### src/rtl/rfarb_pkg.sv
// rfarb_pkg: shared encodings for the register-file write arbiter.
package rfarb_pkg;
  typedef enum logic [1:0] {SRC_NONE = 2'd0, SRC_WB = 2'd1, SRC_TRAP = 2'd2, SRC_UART = 2'd3} src_t;
  typedef enum logic {IDLE = 1'b0, TRAP_PEND = 1'b1} state_t;
  localparam logic [4:0] REG_K0 = 5'd26;
endpackage

### src/rtl/rfarb_fifo.sv
// rfarb_fifo: synchronous FIFO; a push into a full FIFO is accepted only when a pop happens in the same cycle.
module rfarb_fifo #(
  parameter int DEPTH = 4,
  parameter int W = 13
) (
  input  logic                     clk,
  input  logic                     rst_n,
  input  logic                     push,
  input  logic                     pop,
  input  logic [W-1:0]             din,
  output logic [W-1:0]             dout,
  output logic                     full,
  output logic                     empty,
  output logic [$clog2(DEPTH):0]   count
);
  localparam int AW = $clog2(DEPTH);
  logic [W-1:0] mem [DEPTH];
  logic [AW-1:0] rd, wr;
  logic do_push, do_pop;
  assign full = count == (AW+1)'(DEPTH);
  assign empty = count == '0;
  assign do_pop = pop && !empty;
  assign do_push = push && (!full || do_pop);
  assign dout = mem[rd];
  always_ff @(posedge clk)
    if (do_push) mem[wr] <= din;
  always_ff @(posedge clk) begin
    if (!rst_n) begin
      rd <= '0;
      wr <= '0;
      count <= '0;
    end else begin
      if (do_push) wr <= wr + AW'(1);
      if (do_pop) rd <= rd + AW'(1);
      count <= count + (AW+1)'(do_push) - (AW+1)'(do_pop);
    end
  end
endmodule

### src/rtl/regfile_wr_arbiter.sv
// regfile_wr_arbiter: shares the register-file write port between WB, trap $k0 save and UART bytes.
// Define RFARB_UART_EN to build the UART FIFO, starvation counter and overflow flag.
module regfile_wr_arbiter
  import rfarb_pkg::*;
#(
  parameter int FIFO_DEPTH = 4,
  parameter int STARVE_MAX = 8,
  parameter logic [4:0] UART_REG0 = 5'd24,
  parameter logic [4:0] UART_REG1 = 5'd25
) (
  input  logic                          clk,
  input  logic                          rst_n,
  input  logic                          wb_RegWrite,
  input  logic [4:0]                    wb_WriteRegister,
  input  logic [31:0]                   wb_RegWriteData,
  input  logic                          trap_req,
  input  logic [31:0]                   trap_data,
  input  logic                          uart_signal,
  input  logic                          uart_flag,
  input  logic [7:0]                    uart_rx_data,
  output logic                          rf_we,
  output logic [4:0]                    rf_waddr,
  output logic [31:0]                   rf_wdata,
  output logic [1:0]                    rf_src,
  output logic                          arb_stall,
  output logic                          trap_pending,
  output logic [$clog2(FIFO_DEPTH):0]   fifo_count,
  output logic                          uart_overflow
);
  state_t state, state_nx;
  logic [31:0] trap_q;
  logic wb_req, pend, trap_live, head_valid;
  logic g_wb, g_trap, g_uart;
  logic [4:0] head_dest;
  logic [7:0] head_byte;
  assign wb_req = wb_RegWrite && (wb_WriteRegister != 5'd0);
  assign pend = state == TRAP_PEND;
  assign trap_live = trap_req && state == IDLE;
  assign g_wb = rst_n && wb_req;
  assign g_trap = rst_n && !wb_req && (trap_live || pend);
  assign g_uart = rst_n && !wb_req && !trap_live && !pend && head_valid;
  assign trap_pending = pend;
  always_comb begin
    rf_we = g_wb | g_trap | g_uart;
    rf_src = g_wb ? SRC_WB : g_trap ? SRC_TRAP : g_uart ? SRC_UART : SRC_NONE;
    rf_waddr = g_wb ? wb_WriteRegister : g_trap ? REG_K0 : g_uart ? head_dest : 5'd0;
    rf_wdata = g_wb ? wb_RegWriteData : g_trap ? (pend ? trap_q : trap_data) : g_uart ? {24'd0, head_byte} : 32'd0;
    state_nx = (pend && !wb_req) ? IDLE : (trap_live && wb_req) ? TRAP_PEND : state;
  end
  always_ff @(posedge clk) begin
    if (!rst_n) state <= IDLE;
    else begin
      state <= state_nx;
      if (trap_live && wb_req) trap_q <= trap_data;
    end
  end
`ifdef RFARB_UART_EN
  localparam int SW = $clog2(STARVE_MAX + 1);
  logic [SW-1:0] starve;
  logic full, empty;
  rfarb_fifo #(.DEPTH(FIFO_DEPTH), .W(13)) u_fifo (
    .clk   (clk),
    .rst_n (rst_n),
    .push  (uart_signal),
    .pop   (g_uart),
    .din   ({uart_flag ? UART_REG1 : UART_REG0, uart_rx_data}),
    .dout  ({head_dest, head_byte}),
    .full  (full),
    .empty (empty),
    .count (fifo_count)
  );
  assign head_valid = !empty;
  always_ff @(posedge clk) begin
    if (!rst_n) begin
      starve <= '0;
      uart_overflow <= 1'b0;
    end else begin
      starve <= (empty || g_uart) ? '0 : (starve == SW'(STARVE_MAX)) ? starve : starve + SW'(1);
      uart_overflow <= uart_overflow | (uart_signal & full & !g_uart);
    end
  end
  assign arb_stall = rst_n && (pend || starve == SW'(STARVE_MAX));
`else
  logic unused_uart;
  assign unused_uart = ^{uart_signal, uart_flag, uart_rx_data, UART_REG0, UART_REG1, 32'(STARVE_MAX)};
  assign head_valid = 1'b0;
  assign head_dest = 5'd0;
  assign head_byte = 8'd0;
  assign fifo_count = '0;
  assign uart_overflow = 1'b0;
  assign arb_stall = rst_n && pend;
`endif
endmodule

### config.mk
export PLATFORM = sky130hd
export DESIGN_NAME = regfile_wr_arbiter
export DESIGN_NICKNAME = d
export VERILOG_FILES = /design/src/rtl/rfarb_pkg.sv /design/src/rtl/rfarb_fifo.sv /design/src/rtl/regfile_wr_arbiter.sv
export SDC_FILE = /design/constraint.sdc
export NUM_CORES = 1
export LEC_CHECK = 0
export BUFFER_PORTS_ARGS = -buffer_cell sky130_fd_sc_hd__buf_2
export CORE_ASPECT_RATIO = 0.8
export CORE_MARGIN = 2
export CORE_UTILIZATION = 43
export CTS_CLUSTER_SIZE = 14
export DETAILED_ROUTE_END_ITERATION = 7
export GPL_ROUTABILITY_DRIVEN = 0
export GPL_TIMING_DRIVEN = 0
export HOLD_SLACK_MARGIN = 0.06
export PLACE_DENSITY = 0.83
export SYNTH_ARGS = -nofsm -noshare
export SYNTH_HDL_FRONTEND = slang
export SYNTH_HIERARCHICAL = 1
export SYNTH_SLANG_ARGS = --single-unit
### constraint.sdc
create_clock -name clk -period 4.9 [get_ports clk]
set_clock_uncertainty 0.05 [all_clocks]
set_input_delay 0.245 -clock clk [delete_from_list [all_inputs] [get_ports clk]]
set_output_delay 0.245 -clock clk [all_outputs]
set_load 0.01 [all_outputs]
=== Word level (Yosys, flattened, before mapping) ===
Index checks and enable logic that the tools add are counted.

* Register bits after elaboration: 33
* Input bits: 83
* Output and inout port bits: 46
* Word-level logic and storage cells: 25

* Multiplexer cells: 7
* Bitwise gates (word level): 3
* Reduce and logical (&&, ||, !) cells: 13

{| class="wikitable"
|+ Operators by type and width
! kind !! number
|-
| 32-bit 2-to-1 mux || 3
|-
| 5-bit 2-to-1 mux || 2
|-
| 1-bit logical AND || 8
|-
| 5-bit nonzero test || 1
|-
| 2-bit 2-to-1 mux || 2
|-
| 1-bit NOT || 2
|-
| 2-bit AND reduction || 1
|-
| 2-bit OR reduction || 1
|-
| 1-bit logical NOT || 1
|-
| 1-bit logical OR || 1
|-
| 1-bit bitwise OR || 1
|}

=== Logic depth before layout (Yosys ltp) ===
Gate-level depths: netlist of run 1.

* Word-level depth: 7
* Gate-level depth with buffers: 5
* Gate-level depth less buffers: 3

=== Least setup slack after synthesis of run 1 ===
OpenSTA, ideal clock, no wires.

* Path kind: input to register
* Start point: input rst_n
* End point: register trap_q[0], enable pin
* Library setup time: 468 ps
* Arrival time: 3248 ps
* Data required time: 4382 ps
* Path slack: 1134 ps
* Stages on the path: 4
* Path buffers: 1
* Cell sequence: clkbuf_1 > and2_1 > o21ai_0 > nor3b_1

* Word-level cells in the longest chain between the ends: 1

{| class="wikitable"
|+ RTL lines
! what !! RTL line !! text
|-
| start: declaration || regfile_wr_arbiter.sv:12 || <nowiki>input logic rst_n,</nowiki>
|-
| 2-bit AND reduction (no source line) || - ||
|-
| end signal: assignment || regfile_wr_arbiter.sv:54 || <nowiki>if (trap_live && wb_req) trap_q <= trap_data;</nowiki>
|-
| end: declaration || regfile_wr_arbiter.sv:31 || <nowiki>logic [31:0] trap_q;</nowiki>
|}

No other way between the ends.
A chain may end at the register's enable or synchronous reset.

=== Worst setup path in the final report of run 1 ===
* Start point: register state (netlist: trap_pending)
* End point: output rf_waddr[1]

* Word-level cells in the longest chain between the ends: 6

{| class="wikitable"
|+ RTL lines
! what !! RTL line !! text
|-
| start: declaration || regfile_wr_arbiter.sv:30 || <nowiki>state_t state, state_nx;</nowiki>
|-
| start signal: assignment || regfile_wr_arbiter.sv:53 || <nowiki>state <= state_nx;</nowiki>
|-
| 1-bit NOT || regfile_wr_arbiter.sv:38 || <nowiki>assign trap_live = trap_req && state == IDLE;</nowiki>
|-
| 1-bit logical AND || regfile_wr_arbiter.sv:38 ||
|-
| 1-bit logical OR * || regfile_wr_arbiter.sv:40 || <nowiki>assign g_trap = rst_n && !wb_req && (trap_live || pend);</nowiki>
|-
| 1-bit logical AND * || regfile_wr_arbiter.sv:40 ||
|-
| 5-bit 2-to-1 mux * (2 in a row) || regfile_wr_arbiter.sv:46 || <nowiki>rf_waddr = g_wb ? wb_WriteRegister : g_trap ? REG_K0 : g_uart ? head_dest : 5'd0;</nowiki>
|-
| end: declaration || regfile_wr_arbiter.sv:22 || <nowiki>output logic [4:0] rf_waddr,</nowiki>
|}

Mark *: on every way between the ends. The rest lies on a longest branch, timed or not.

==> impl_metrics.csv, run 1 <==
group,metric,value,unit
global_routing,grt_pass1_wl,8.12,mm
setup_path,critPathLaunchType,"register",
sta,fmax,0.446,GHz
setup_path,path_class,"register to output pin",
place,io_buffers,114,
cts,clk_latency,0.27,ns
sta,fin_crit,2.24,ns
cells_and_area,final_cells,387,
power_and_ir_drop,total_power,0.670,mW
power_and_ir_drop,switching_share,25.6,%
sta,slew_viol_final,0,
global_routing,grt_max_degree,14,
hold_path,hold_class,"primary input to register",
cells_and_area,post-route-util,59.3,%
logic_synthesis,postSynthCellCount,200,
die,die_h,67.6,µm
route,first_iter_violations,42,
die,fp-row-count,23,
die,core_area,4950,µm²
place,dp_hpwl,3.95,mm
logic_synthesis,ys.flop_type,"edfxtp_1",
outcome,status,"complete, no violations",
setup_path,timing.critical_path.fanout_max,10,
job,max_cap_viol_count,0,
power_and_ir_drop,p_leak,1.42,nW
power_and_ir_drop,power_density,228,nW/µm²
die,initial_core_util,44.0,%
cells_and_area,layout-drive-gt1-share,52.0,%
hold_path,whs_path_depth,1,
cts,cts_setup_buffers,0,
route,drtAntennaViolNets,0,
cts,clockBufferDepth,2,
cells_and_area,num-nets-final,409,
sta,rsz0062_at_grt,"false",
global_routing,grt_overflow_total,0,
logic_synthesis,postSynth.asyncResetShare,0,%
sta,worst_slew_pin_slew,0.751,ns
place,place_inst,381,
sta,setup_viol,0,
cells_and_area,final_area,2940,µm²
route,dr.pass1.iters,4,
route,wl,5.13,mm
setup_path,crit_required,4.61,ns
logic_synthesis,avgSynthCellArea,10.9,µm²
logic_synthesis,synthesis.area,2180,µm²
sta,relSlewSlack,49.7,%
global_routing,grtUsageTotal,18.4,%
setup_path,worstPathArrival,1.95,ns
cts,cts_sinks,33,
power_and_ir_drop,cell_internal_pwr,0.498,mW
cells_and_area,antennaDiodeCount,0,
setup_path,end_kind,"output pin",
logic_synthesis,synth_edf_count,32,
cells_and_area,nFillCells,431,
global_routing,grt_pass1_vias,1774,
place,place_area,2860,µm²
cts,ctsRootBufferMaster,"clkbuf_8",
power_and_ir_drop,p_seq_share,47.9,%
setup_path,r2r_cells,4,
die,io_pins,129,
cells_and_area,syn2layout_area_growth,35.0,%
route,vias,1890,
cts,cts_resized,0,
logic_synthesis,synth.distinct_cells,23,
global_routing,antenna_found_initial,0,
cts,cts.clk_slew.worst_paths,0.06,ns
die,die_x,83.5,µm
die,die-area,5650,µm²
route,drc,0,
cts,cts_tree,"yes",
power_and_ir_drop,ir_drop,108,µV
route,vias_per_cell,4.88,
cts,htree_levels,2,
power_and_ir_drop,power_frac_comb,25.1,%
cts,postCtsHoldBufs,0,
logic_synthesis,ys_seq_elements,33,
sta,hold_violations,0,
power_and_ir_drop,switching_power,0.172,mW
logic_synthesis,yosys_warnings,6,
sta,post-route-period-util,45.7,%
route,post_drt_wl_per_cell,13.3,µm
cts,numCtsBuffers,5,
logic_synthesis,seq_area_frac_synth,45.1,%
power_and_ir_drop,pwr-share-clk,27.0,%
[synth_stat cells (2+ instances only)]
master,instances,area (µm²)
a2bb2oi_1,2,17.5
and2_1,2,12.5
buf_1,3,11.3
buf_12,3,60.1
buf_2,3,15.0
buf_4,5,37.5
clkbuf_1,5,18.8
edfxtp_1,32,961
mux2_2,32,360
mux2i_1,32,320
nand2_1,65,244
nor2_1,2,7.51
o21a_1,2,15.0
o21ai_0,3,15.0
[worst max-delay path, stage by stage (launching register included)]
cell,delay (ns)
dfxtp_1,0.31
buf_2,0.22
buf_1,0.45
o21ai_0,0.32
a2bb2oi_1,0.22
buf_2,0.16
[cell families (layout without fill, tap and decap cells)]
family | count (synthesis) | in the layout | synth area share [%]
and+or+nand+nor | 73 | 73 | 13.6
muxes | 64 | 64 | 31.3
DFF | 33 | 33 | 45.1
AOI/OAI and AO/OA | 8 | 8 | 2.59
buffers and inverters | 21 | 143 | 7.25
other | 1 | 4 | 0.172
[path summary, 6_finish.rpt]
path                            slack, ns           end           from
worst max-delay path                 2.66   rf_waddr[1]   trap_pending
worst min-delay path                 0.11    trap_q[18]  trap_data[18]
worst max register to register       2.84     trap_q[0]   trap_pending
worst min register to register       1.31  trap_pending   trap_pending
[cell type report]
type	instances	area [µm²]	share of cell area, %
Multi-Input combinational cell	149	1050	35.9
Clock buffer	5	68.8	2.34
Inverter	1	3.75	0.128
Tap cell	62	77.6	2.64
Timing Repair Buffer	116	593	20.2
Buffer	20	154	5.24
Sequential cell	33	981	33.4
Clock inverter	1	5.00	0.170
[sequential cells by signal, indices dropped and copies added, names as in the netlist]
register	cells
trap_pending	1
trap_q	32
[stage by stage]
| step | hold WS (ns) | worst slack, ns | setup TNS [ns] |
|---|---|---|---|
| floorplan | 0.294 | 1.13 | 0 |
| global placement | 0.386 | -0.246 | -7.82 |
| detailed placement | 0.388 | 2.36 | 0 |
| CTS | 0.0937 | 2.61 | 0 |
| global route | 0.0909 | 2.43 | 0 |
| finish | 0.105 | 2.66 | 0 |
[power groups by stage]
stage / logic, mW / clock network [mW] / registers [mW]
finish: 0.168 / 0.181 / 0.321
global route: 0.186 / 0.201 / 0.321
CTS: 0.170 / 0.189 / 0.321
detailed placement: 0.169 / 0 / 0.327
global placement: 0.164 / 0 / 0.327
floorplan: 0.0994 / 0 / 0.327
[placed cells by master, fill, tap and decap left out]
cell         n
and3_2       1
buf_2      117
mux2_2      32
a2bb2oi_1    2
nor2_1       2
nor3b_2      1
inv_1        1
a22o_1       1
and3_1       1
buf_12       3
dfxtp_1      1
or4_4        1
edfxtp_1    32
clkbuf_1     5
buf_1        3
and2_1       2
buf_4        5
buf_6        3
conb_1       4
o21ai_0      3
mux2i_1     32
clkbuf_8     5
clkinv_2     1
nand2_1     65
o21a_1       2
[routing by layer]
metal / vias up / part of all wire, % / track usage [%]
met2: 73 / 47 / 30.8
li1: 941 / - / -
met3: 6 / 7.3 / 5.87
met5: - / 0 / 0
met4: 0 / 0.97 / 5.85
met1: 870 / 45 / 23.0
Note: power is estimated with default switching activity, not from simulation.
==> inputs of run 2 (changes only) <==
ABC_AREA = 1   (was default)
CORE_UTILIZATION = 40   (was 43)
PLACE_DENSITY = 0.82   (was 0.83)
clock period = 1.9 ns   (was 4.9 ns; I/O delays follow)
==> run 2 against run 1 <==
Utilization is 4.8 points higher. Critical path depth is the same. Combinational power rose to 2.9 times the previous value. Flip-flop and latch count unchanged. Critical path type is now register to register. Largest power group unchanged.
==> impl_metrics.csv, run 2 <==
group,metric,value,unit
outcome,status,"complete, no violations",
route,dr.pass1.iters,7,
route,vias,2582,
logic_synthesis,netlist.area_leader.share,44.3,%
cells_and_area,largest_reg_flops,32,
setup_path,timing.critical_path.fanout_max,16,
sta,fmax,0.556,GHz
route,first_iter_violations,132,
sta,slew_viol_final,0,
global_routing,grt_overflow_total,0,
cts,clockBufferDepth,2,
cts,numCtsBuffers,5,
cells_and_area,layout_common_cells,"135 x nand2_1, 128 x buf_2, 35 x nand4_1",
die,initial_core_util,42.3,%
route,post_drt_wl_per_cell,14.1,µm
global_routing,antenna_found_initial,0,
global_routing,grt_max_degree,17,
cts,cts.clk_slew.worst_paths,0.07,ns
global_routing,grtUsageTotal,24.4,%
power_and_ir_drop,p_leak,1.77,nW
logic_synthesis,ys.flop_type,"edfxtp_1",
logic_synthesis,synthesis.area,2170,µm²
sta,fin_crit,1.80,ns
cts,cts_sinks,33,
die,fp-row-count,23,
sta,hold_violations,0,
route,drc,0,
sta,layout_setup_ws,0.0999,ns
die,core_area,5120,µm²
place,io_buffers,114,
route,drtAntennaViolNets,0,
place,dp_hpwl,4.93,mm
logic_synthesis,synth.distinct_cells,17,
logic_synthesis,yosys_warnings,6,
place,pre_cts_ws,-0.144,ns
cells_and_area,syn2layout_area_growth,51.4,%
hold_path,hold_class,"primary input to output pin",
sta,setup_viol,0,
die,io_pins,129,
cells_and_area,largest-register,"trap_q",
setup_path,worstPathArrival,1.68,ns
logic_synthesis,seq_area_frac_synth,45.2,%
cts,htree_levels,2,
job,max_cap_viol_count,0,
route,vias_per_cell,5.12,
power_and_ir_drop,power_density,598,nW/µm²
cts,ctsRootBufferMaster,"clkbuf_8",
cells_and_area,nFillCells,473,
cells_and_area,num-nets-final,525,
cts,cts_tree,"yes",
logic_synthesis,yosysTopAreaCell,"edfxtp_1",
global_routing,grt_pass1_wl,11.8,mm
cells_and_area,layout-drive-gt1-share,35.7,%
logic_synthesis,synth_edf_count,32,
sta,post-route-period-util,94.7,%
logic_synthesis,ys_seq_elements,33,
sta,rsz0062_at_grt,"false",
setup_path,end_kind,"register",
logic_synthesis,postSynth.asyncResetShare,0,%
logic_synthesis,ys_top_cells_by_count,"135 x nand2_1, 35 x nand4_1, 34 x nand3_1",
setup_path,path_class,"register to register",
global_routing,grt_pass1_vias,2599,
cts,clk_latency,0.29,ns
route,wl,7.10,mm
logic_synthesis,avgSynthCellArea,7.63,µm²
logic_synthesis,synth_most_common_cell,"nand2_1",
setup_path,critPathLaunchType,"register",
die,die-area,6030,µm²
sta,worst_slew_pin_slew,0.523,ns
setup_path,crit_required,1.78,ns
die,die_h,69.9,µm
logic_synthesis,postSynthCellCount,284,
cells_and_area,final_common_cell,"nand2_1",
logic_synthesis,synth_area_leaders,"edfxtp_1 44%, nand2_1 23%, nand4_1 10%",
die,die_x,86.3,µm
cells_and_area,post-route-util,64.1,%
sta,relSlewSlack,65.0,%
cells_and_area,antennaDiodeCount,0,
power_and_ir_drop,ir_drop,344,µV
run 2: what timing repair did:
action | CTS | global route
endpoints found under the hold margin | 33 | 0
buffers inserted | 0 | 0
hold buffers | 33 | 0
setup endpoints to repair | 32 | 1
gates resized for setup | 1 | 1
cloned | 1 | 0
pin swaps | 1 | 0
run 2: worst max-delay path, cell delays in order (launching register included):
cell     delay (ns)
dfxtp_1        0.31
buf_4          0.16
inv_2          0.10
buf_4          0.18
nand2_1        0.17
nor2_4         0.46
run 2: final cells by class:
type	count	area (µm²)	area share (%)
repair buffers	147	901	27.4
clock buffers	5	68.8	2.10
clock inverters	2	35.0	1.07
flip-flops and latches	33	981	29.9
plain buffers	29	190	5.79
multi-input cells	218	1000	30.4
well taps	62	77.6	2.36
inverters	8	30.0	0.915
run 2: report_power, final:
part / internal, mW / switching, mW / total, mW
Sequential: 0.822 / 0.00542 / 0.828
Combinational: 0.223 / 0.263 / 0.486
Clock: 0.381 / 0.268 / 0.649
Total: 1.43 / 0.537 / 1.96
run 2: worst paths after layout:
path,from,end,slack [ns],cells past startpoint
worst min-delay path,wb_WriteRegister[2],rf_waddr[2],0.45,4
worst max register to register,trap_pending,trap_q[1],0.1,5
worst min register to register,trap_pending,trap_pending,0.64,3
worst max-delay path,trap_pending,trap_q[1],0.1,5
run 2: cells by family after synthesis:
| family | count (synthesis) | share of synthesized area [%] |
|---|---|---|
| flops | 33 | 45.2 |
| other cells | 1 | 0.173 |
| simple gates | 213 | 44.5 |
| buf+inv | 37 | 10.0 |
run 2: per-stage QoR:
stage                     hold slack, ns  setup TNS, ns  cells  area (µm²)  total power, mW
after floorplan                    0.144              0    287        2190             1.08
after CTS                          0.460              0    504        3280             1.96
after detailed placement           0.240          -4.55    463        2840             1.27
after global routing               0.471              0    504        3280             2.04
final                              0.455              0    504        3280             1.96
after global placement             0.237          -3.74    463        2840             1.26
run 2: layer usage:
layer,part of all wire [%],up-vias,track usage [%]
li1,-,1272,-
met1,42,1183,29.7
met2,49,109,41.3
met3,6.9,18,6.62
met4,2.2,0,8.68
met5,0,-,0
